<file path="src/rtl/mergesort_pkg.sv">
// mergesort_pkg
//  Shared types and constants for the merge-sort accelerator.
//  - N, ELEM_W, PASSES  : array geometry (16 signed 16-bit elements, log2(16) passes)
//  - ADDR_W/DATA_W/SIZE_W : per-channel slave port field widths
//  - state_t            : top-level FSM states
//  - INIT_TABLE         : contents loaded into array A on reset
package mergesort_pkg;

  localparam int N        = 16;
  localparam int ELEM_W   = 16;
  localparam int PASSES   = 4;
  localparam int IDX_W    = 4;
  localparam int ADDR_W   = 7;
  localparam int DATA_W   = 8;
  localparam int SIZE_W   = 4;
  localparam int CHANNELS = 2;

  typedef logic signed [ELEM_W-1:0] elem_t;

  typedef enum logic [1:0] {
    IDLE,
    SORT,
    DONE
  } state_t;

  localparam elem_t INIT_TABLE [N] = '{
    16'sd11,  -16'sd3,   16'sd7,   16'sd0,
    16'sd250, -16'sd128, 16'sd42,  16'sd5,
    16'sd5,   -16'sd1,   16'sd99,  16'sd13,
    -16'sd77, 16'sd8,    16'sd1000, 16'sd2
  };

endpackage

</file>
<file path="src/rtl/merge_select.sv">
// merge_select
//  Combinational merge decision: picks the next element from the heads of
//  the left and right runs.
//  Ports:
//    left_head, right_head  in   current head element of each run
//    left_done, right_done  in   run has no elements left
//    take_left              out  1 = consume the left head
//    sel                    out  element written this cycle
//  Configuration: MERGESORT_DESC_EN selects descending order. In both orders
//  a tie takes the left run first, which keeps the sort stable.
module merge_select
  import mergesort_pkg::*;
(
  input  logic signed [ELEM_W-1:0] left_head,
  input  logic signed [ELEM_W-1:0] right_head,
  input  logic                     left_done,
  input  logic                     right_done,
  output logic                     take_left,
  output logic signed [ELEM_W-1:0] sel
);

  always_comb begin
    take_left = 1'b0;
    if (left_done) begin
      take_left = 1'b0;
    end else if (right_done) begin
      take_left = 1'b1;
    end else begin
`ifdef MERGESORT_DESC_EN
      take_left = (left_head >= right_head);
`else
      take_left = (left_head <= right_head);
`endif
    end
    sel = take_left ? left_head : right_head;
  end

endmodule

</file>
<file path="src/rtl/mergesort_accel.sv">
// mergesort_accel
//  Bottom-up merge sort of a 16-entry signed 16-bit array A, using B as a
//  ping-pong buffer. One merged element is written per cycle, four passes of
//  16 writes each, so the sorted data lands back in A after 64 SORT cycles.
//  Ports:
//    clock, reset (async, active-low)
//    start_port       in   start request, honoured only in IDLE
//    S_oe_ram/S_we_ram in  per-channel read/write enables (2 channels)
//    S_addr_ram       in   7-bit byte address per channel
//    S_Wdata_ram      in   write byte per channel
//    S_data_ram_size  in   access size in bits per channel (only 8 is served)
//    done_port        out  one-cycle pulse when the sort has finished
//    Sout_Rdata_ram   out  read byte per channel, registered
//    Sout_DataRdy     out  per-channel acknowledge, registered
//  Configuration: define MERGESORT_DESC_EN for a descending sort.
module mergesort_accel
  import mergesort_pkg::*;
#(
  parameter int MEM_var_28859_28863 = 64,
  parameter int MEM_var_28861_28867 = 32,
  parameter int MEM_var_29024_28863 = 32
) (
  input  logic                           clock,
  input  logic                           reset,
  input  logic                           start_port,
  input  logic [CHANNELS-1:0]            S_oe_ram,
  input  logic [CHANNELS-1:0]            S_we_ram,
  input  logic [CHANNELS*ADDR_W-1:0]     S_addr_ram,
  input  logic [CHANNELS*DATA_W-1:0]     S_Wdata_ram,
  input  logic [CHANNELS*SIZE_W-1:0]     S_data_ram_size,
  output logic                           done_port,
  output logic [CHANNELS*DATA_W-1:0]     Sout_Rdata_ram,
  output logic [CHANNELS-1:0]            Sout_DataRdy
);

  // B is reachable through an alias base; the two must describe one region.
  if (MEM_var_29024_28863 != MEM_var_28861_28867) begin : g_alias_check
    $error("mergesort_accel: B alias base must equal B base");
  end

  localparam logic [7:0] A_BASE = 8'(MEM_var_28859_28863);
  localparam logic [7:0] B_BASE = 8'(MEM_var_28861_28867);
  localparam logic [7:0] SPAN   = 8'(2 * N);

  state_t state, next_state;

  elem_t mem_a [N];
  elem_t mem_b [N];

  logic [1:0]       pass;
  logic [IDX_W-1:0] blk_base, li, ri;
  logic [IDX_W-1:0] run_w, blk_mask, out_idx, l_idx, r_idx;
  elem_t            left_head, right_head, sel;
  logic             take_left, left_done, right_done, blk_last, sort_last;

  // Merge bookkeeping: a block of 2*run_w outputs starts at blk_base, li/ri
  // count elements already taken from the left/right run. Odd passes read B
  // and write A, even passes read A and write B.
  always_comb begin
    run_w    = 4'd1 << pass;
    blk_mask = 4'd1;
    case (pass)
      2'd0:    blk_mask = 4'd1;
      2'd1:    blk_mask = 4'd3;
      2'd2:    blk_mask = 4'd7;
      default: blk_mask = 4'd15;
    endcase
    out_idx    = blk_base + li + ri;
    l_idx      = blk_base + li;
    r_idx      = blk_base + run_w + ri;
    left_done  = (li == run_w);
    right_done = (ri == run_w);
    left_head  = pass[0] ? mem_b[l_idx] : mem_a[l_idx];
    right_head = pass[0] ? mem_b[r_idx] : mem_a[r_idx];
    blk_last   = ((out_idx & blk_mask) == blk_mask);
    sort_last  = (state == SORT) && (pass == 2'(PASSES - 1)) &&
                 (out_idx == 4'(N - 1));
  end

  merge_select u_merge_select (
    .left_head  (left_head),
    .right_head (right_head),
    .left_done  (left_done),
    .right_done (right_done),
    .take_left  (take_left),
    .sel        (sel)
  );

  // Slave address decode per channel. Out-of-range or non-byte accesses are
  // still acknowledged but never touch the arrays.
  logic [CHANNELS-1:0] ch_valid, ch_in_a, ch_hi;
  logic [IDX_W-1:0]    ch_idx   [CHANNELS];
  logic [DATA_W-1:0]   ch_rbyte [CHANNELS];

  for (genvar c = 0; c < CHANNELS; c++) begin : g_ch
    logic [7:0] addr8;
    logic [4:0] off_a, off_b;
    logic       in_a, in_b;
    elem_t      elem;

    assign addr8       = {1'b0, S_addr_ram[ADDR_W*c +: ADDR_W]};
    assign off_a       = 5'(addr8 - A_BASE);
    assign off_b       = 5'(addr8 - B_BASE);
    assign in_a        = (addr8 >= A_BASE) && (addr8 < A_BASE + SPAN);
    assign in_b        = (addr8 >= B_BASE) && (addr8 < B_BASE + SPAN);
    assign ch_valid[c] = (S_data_ram_size[SIZE_W*c +: SIZE_W] == 4'd8) &&
                         (in_a || in_b);
    assign ch_in_a[c]  = in_a;
    assign ch_idx[c]   = in_a ? off_a[4:1] : off_b[4:1];
    assign ch_hi[c]    = in_a ? off_a[0] : off_b[0];
    assign elem        = in_a ? mem_a[ch_idx[c]] : mem_b[ch_idx[c]];
    assign ch_rbyte[c] = ch_hi[c] ? elem[15:8] : elem[7:0];
  end

  // State register.
  always_ff @(posedge clock or negedge reset) begin
    if (!reset) begin
      state <= IDLE;
    end else begin
      state <= next_state;
    end
  end

  // Next-state logic: a start is only seen from IDLE, DONE lasts one cycle.
  always_comb begin
    next_state = state;
    case (state)
      IDLE:    if (start_port) next_state = SORT;
      SORT:    if (sort_last)  next_state = DONE;
      DONE:    next_state = IDLE;
      default: next_state = IDLE;
    endcase
  end

  // Arrays, merge counters and slave responses. done_port is registered off
  // the DONE state so it rises one cycle after the last merged write.
  // Channels are walked in ascending order so channel 1 wins a write clash.
  always_ff @(posedge clock or negedge reset) begin
    if (!reset) begin
      for (int i = 0; i < N; i++) begin
        mem_a[i] <= INIT_TABLE[i];
        mem_b[i] <= '0;
      end
      pass           <= '0;
      blk_base       <= '0;
      li             <= '0;
      ri             <= '0;
      done_port      <= 1'b0;
      Sout_Rdata_ram <= '0;
      Sout_DataRdy   <= '0;
    end else begin
      done_port      <= (state == DONE);
      Sout_Rdata_ram <= '0;
      Sout_DataRdy   <= '0;
      case (state)
        IDLE: begin
          pass     <= '0;
          blk_base <= '0;
          li       <= '0;
          ri       <= '0;
          for (int c = 0; c < CHANNELS; c++) begin
            if (S_we_ram[c] || S_oe_ram[c]) begin
              Sout_DataRdy[c] <= 1'b1;
            end
            if (S_we_ram[c]) begin
              if (ch_valid[c]) begin
                if (ch_in_a[c]) begin
                  if (ch_hi[c]) mem_a[ch_idx[c]][15:8] <= S_Wdata_ram[DATA_W*c +: DATA_W];
                  else          mem_a[ch_idx[c]][7:0]  <= S_Wdata_ram[DATA_W*c +: DATA_W];
                end else begin
                  if (ch_hi[c]) mem_b[ch_idx[c]][15:8] <= S_Wdata_ram[DATA_W*c +: DATA_W];
                  else          mem_b[ch_idx[c]][7:0]  <= S_Wdata_ram[DATA_W*c +: DATA_W];
                end
              end
            end else if (S_oe_ram[c] && ch_valid[c]) begin
              Sout_Rdata_ram[DATA_W*c +: DATA_W] <= ch_rbyte[c];
            end
          end
        end
        SORT: begin
          if (pass[0]) mem_a[out_idx] <= sel;
          else         mem_b[out_idx] <= sel;
          if (blk_last) begin
            li       <= '0;
            ri       <= '0;
            blk_base <= out_idx + 4'd1;
            if (out_idx == 4'(N - 1)) pass <= pass + 2'd1;
          end else if (take_left) begin
            li <= li + 4'd1;
          end else begin
            ri <= ri + 4'd1;
          end
        end
        default: ;
      endcase
    end
  end

endmodule

</file>
<file path="config.mk">
export PLATFORM = sky130hd
export DESIGN_NAME = mergesort_accel
export DESIGN_NICKNAME = d
export VERILOG_FILES = /design/src/rtl/mergesort_pkg.sv /design/src/rtl/merge_select.sv /design/src/rtl/mergesort_accel.sv
export SDC_FILE = /design/constraint.sdc
export NUM_CORES = 2
export LEC_CHECK = 0
export BUFFER_PORTS_ARGS = -buffer_cell sky130_fd_sc_hd__buf_2
export CAP_MARGIN = 40
export CORE_ASPECT_RATIO = 2
export CORE_MARGIN = 3
export CORE_UTILIZATION = 60
export DETAILED_ROUTE_END_ITERATION = 12
export PLACE_DENSITY = 0.76
export SLEW_MARGIN = 30
export SYNTH_ARGS = -nofsm -noshare
export SYNTH_HDL_FRONTEND = slang
export SYNTH_SLANG_ARGS = --single-unit
</file>
<file path="constraint.sdc">
create_clock -name clock -period 5.85 [get_ports clock]
set_input_delay 0.2925 -clock clock [delete_from_list [all_inputs] [get_ports clock]]
set_output_delay 0.2925 -clock clock [all_outputs]
set_load 0.005 [all_outputs]
</file>
==> results of run 1 <==
[metrics by stage]
| step | hold WS [ns] | instance area [µm²] | util, % | TNS, ns |
|---|---|---|---|---|
| after floorplan | -0.00309 | 54100 | - | -0.918 |
| after global placement | 0.314 | 57800 | 64.8 | -392.75 |
| after detailed placement | 0.301 | 58300 | 65.3 | -423.51 |
| after CTS | 0.165 | 63100 | 70.7 | -16.05 |
[logic make-up after synthesis]
logic type      Yosys count  share of synthesized area, %
compound gates         1710                          22.6
xor+xnor                 23                         0.398
fa+ha+maj                41                          1.03
buf+inv                 721                          5.70
flops                   547                          25.5
mux                     957                          31.6
simple gates           1681                          13.2
[synth_stat cells, types with 35 or more instances]
master,n
a311oi_1,80
nand2_1,757
nand3_1,204
o21ai_0,436
a221oi_1,300
dfrtp_1,460
clkbuf_1,386
a221o_1,50
inv_1,76
dfstp_2,87
a21oi_1,160
o221ai_1,81
nor2b_1,39
mux2i_1,356
a211oi_1,367
buf_2,155
mux4_2,598
ha_1,35
nor2_1,525
o31ai_1,50
buf_1,62
o211ai_1,46
[metal layers]
metal	overflow	GRT usage [%]
met4	5	73.5
met2	1	91.0
met3	2	59.0
met1	0	75.3
met5	0	24.8
[repair_timing]
item | CTS
hold buffers | 4
resized for setup | 403
gates cloned | 23
endpoints found under the hold margin | 66
buffers inserted | 67
setup endpoints to repair | 520
pin swaps | 125
==> metrics, run 1 <==
status aborted with a tool error; Fail Step global routing (5_1_grt); Err [ERROR GRT-0116] Global routing finished with congestion. Check the congestion regions in the DRC Viewer.; die width 218 µm; gr ovfl total 8; Row Count 155; vias in the first global route 65000; syn avg cell area 9.52 µm²; synthesized instance count 5680; number of synthesized register bits 547; Starting Density 60.6%; post-synth top area cell mux4_2; Yosys top cell area share 24.9%; IO Pins 64; share of flip-flops with an asynchronous set or reset 100%; pre-CTS setup slack -0.946 ns; syn nets 5766; Ys Warns 0; IO buf count 63; total placed cells including tap cells 6770; CTS Sinks 547; prevailing post-synth register cell dfrtp_1; Total GRT Usage 74.7%; die height 431 µm; htree depth 2; gpl congestion 1.16; first-pass GRT wire length 496 mm; mapped cell area 54100 µm²; Root Driver clkbuf_16; Post-synth EDFFs 0; Yosys cell types 83; largest net degree at the start of global routing 192; Seq/Total Area, Yosys 25.5%; Synth area leaders mux4_2, dfrtp_1, mux2i_1; cts bufs inserted 58; post-DP HPWL 219 mm; CTS Buffer Depth 3
==> inputs of run 2 (changes only) <==
Settings changed: CORE_ASPECT_RATIO 2 to not set, CORE_UTILIZATION 60 to 40, PLACE_DENSITY 0.76 to not set, PLACE_DENSITY_LB_ADDON set to 0.15.
Clock period 5.85 ns to 7.6 ns, I/O delays scaled along.
==> run 2 against run 1 <==
The flow now finishes without violations. Synthesized area unchanged. Synthesized cell count stayed put.
==> metrics, run 2 <==
status complete, no violations (was aborted with a tool error); htree depth 3 (was 2); Ys Warns 0 (unchanged); largest net degree at the start of global routing 156; initial DRC count 11200; Post-synth EDFFs 0 (unchanged); Synth area leaders mux4_2, dfrtp_1, mux2i_1 (unchanged); die width 374 µm (was 218 µm); CTS Buffer Depth 3 (unchanged); max-slew violations 0; Setup violations, final 0; slew at the pin with the worst max-slew slack 1.10 ns; Min-Delay Path Class primary input to asynchronous set/reset pin; CP startpoint pass[1]; vias in the first global route 53700; Critical Path AT 7.87 ns; clk_skew 0.0387 ns; post-DP HPWL 239 mm (was 219 mm); total of max-cap violations 0; Critical Path Sink Type flip-flop; unrepaired setup endpoints after global routing false; TritonRoute pass-1 iters 7; mapped cell area 54100 µm² (unchanged); final critical-path required period 7.33 ns; Total GRT Usage 48.7%; ratio of cells with drive above 1 in the final layout 24.4%; Starting Density 40.4% (was 60.6%); initial antenna violation count 43; Seq/Total Area, Yosys 25.5% (unchanged); f_max 0.136 GHz; first-pass GRT wire length 474 mm; Root Driver clkbuf_16 (unchanged); TritonCTS clock tree done; gpl congestion 1.09 (was 1.16); Worst-path clk slew 0.06 ns; post-synth top area cell mux4_2 (unchanged); setup bufs post-CTS 0 (was 67); Setup TNS Final 0 ns; Final Hold Fails 0; DR vias/cell 8.08; Antenna Violating Nets Remaining 0; clk_lat worst skew 0.75 ns; Tcrit/Tclk final 96.4%; startpoint types flip-flop; Yosys top cell area share 24.9% (unchanged); drt total wl 349 mm; syn nets 5766 (unchanged); Row Count 134 (was 155); synth cell count leaders nand2_1, mux4_2, nor2_1 (unchanged); Yosys cell types 83 (unchanged); prevailing post-synth register cell dfrtp_1 (unchanged); Crit Path Class flip-flop to flip-flop; nets 5619; gr ovfl total 0; number of synthesized register bits 547 (unchanged); Slew HR 26.3%; cts bufs inserted 77 (was 58); worst r2r src pass[1]; IO Pins 64 (unchanged); die height 374 µm (was 431 µm); CTS Sinks 547 (unchanged); most frequent cells in the layout nand2_1, mux4_2, nor2_1; synthesized instance count 5680 (unchanged); most frequent cell after synthesis nand2_1 (unchanged); Syn-to-layout area delta 11.6%; DR WL/cell 47.2 µm; share of flip-flops with an asynchronous set or reset 100% (unchanged); syn avg cell area 9.52 µm² (unchanged); Vias 59700; DRC 0; CP Data Required Time 8.14 ns; most common cell after layout, fill and taps aside nand2_1; Largest regs mem_a (256), mem_b (256), Sout_Rdata_ram (16); IO buf count 63 (unchanged); area of the die 140000 µm²; core footprint 134000 µm²; worst-path fanout max 43
## run 2: cell counts after synthesis
Identical to the previous run, type by type.
## run 2: cells by family after synthesis
group	share of synthesized area [%]
AOI/OAI and AO/OA	22.6
and+or+nand+nor	13.2
muxes	31.6
buffers and inverters	5.70
DFF	25.5
adders and majority gates	1.03
xor gates and xnor gates	0.398
## run 2: layout make-up
class / instances / area (µm²)
antenna: 30 / 75.1
clock buffer: 115 / 2270
clock inverter: 27 / 299
fill: 12800 / 73500
inverter: 82 / 308
multi-input combinational: 4412 / 37800
sequential: 547 / 13800
tap: 1768 / 2210
timing repair buffer: 413 / 3530
## run 2: stage by stage
stage               cell area (µm²)  hold WS, ns  worst slack (ns)  std cells  util (%)
global placement              57000        0.431             0.267       7173      42.6
finish                        60300        0.250             0.271       7394      45.1
detailed placement            57400        0.444             0.396       7207      42.9
global route                  60200        0.305            0.0389       7364      45.0
CTS                           60100        0.284             0.343       7355      44.9
floorplan                     54100       0.0844              1.21       5680         -
## run 2: timing repair
| action | in CTS | in global routing |
|---|---|---|
| endpoints found under the hold margin | 53 | 0 |
| endpoints found under the setup margin | 0 | 73 |
| hold buffers | 6 | 0 |
| resized for setup | 0 | 2 |
## run 2: routing by layer
metal / wire length (µm) / global-route usage [%] / part of all wire (%) / vias up
li1: - / - / - / 22200
met1: 123000 / 60.6 / 35 / 30000
met2: 138000 / 65.8 / 39 / 5979
met3: 57200 / 23.6 / 16 / 1509
met4: 31200 / 33.0 / 8.9 / 24
met5: 348 / 0.686 / 0.10 / -
## run 2: path summary, 6_finish.rpt
kind / end / slack [ns] / depth (start not counted)
hold / removal: li[1] / 0.25 / 2
setup / recovery: mem_a[75] / 0.27 / 23
setup reg to reg: mem_a[75] / 0.27 / 23
hold reg to reg: blk_base[3] / 0.54 / 2
max in group asynchronous: mem_b[148] / 5.44 / 4
min in group clock: Sout_Rdata_ram[2] / 0.38 / 4
## run 2: critical path, cell delays in order, from the launching register on
cell	delay (ns)
dfrtp_1	0.40
inv_1	0.09
ha_1	0.21
inv_1	0.07
fa_1	0.43
inv_1	0.10
ha_4	0.12
inv_1	0.05
fa_1	0.43
xnor3_1	0.42
xor2_4	0.22
buf_12	0.34
mux2i_1	0.43
a221oi_4	0.66
inv_1	0.13
ha_1	0.34
nand4_1	0.20
nor3_1	0.26
a21boi_1	0.33
nor4b_2	0.12
o31ai_4	0.58
mux2_4	0.62
buf_4	0.30
o221ai_1	0.15
Power of run 2 is not shown: default switching activity piles up to over one toggle a cycle in this logic, so the estimate is an artifact.
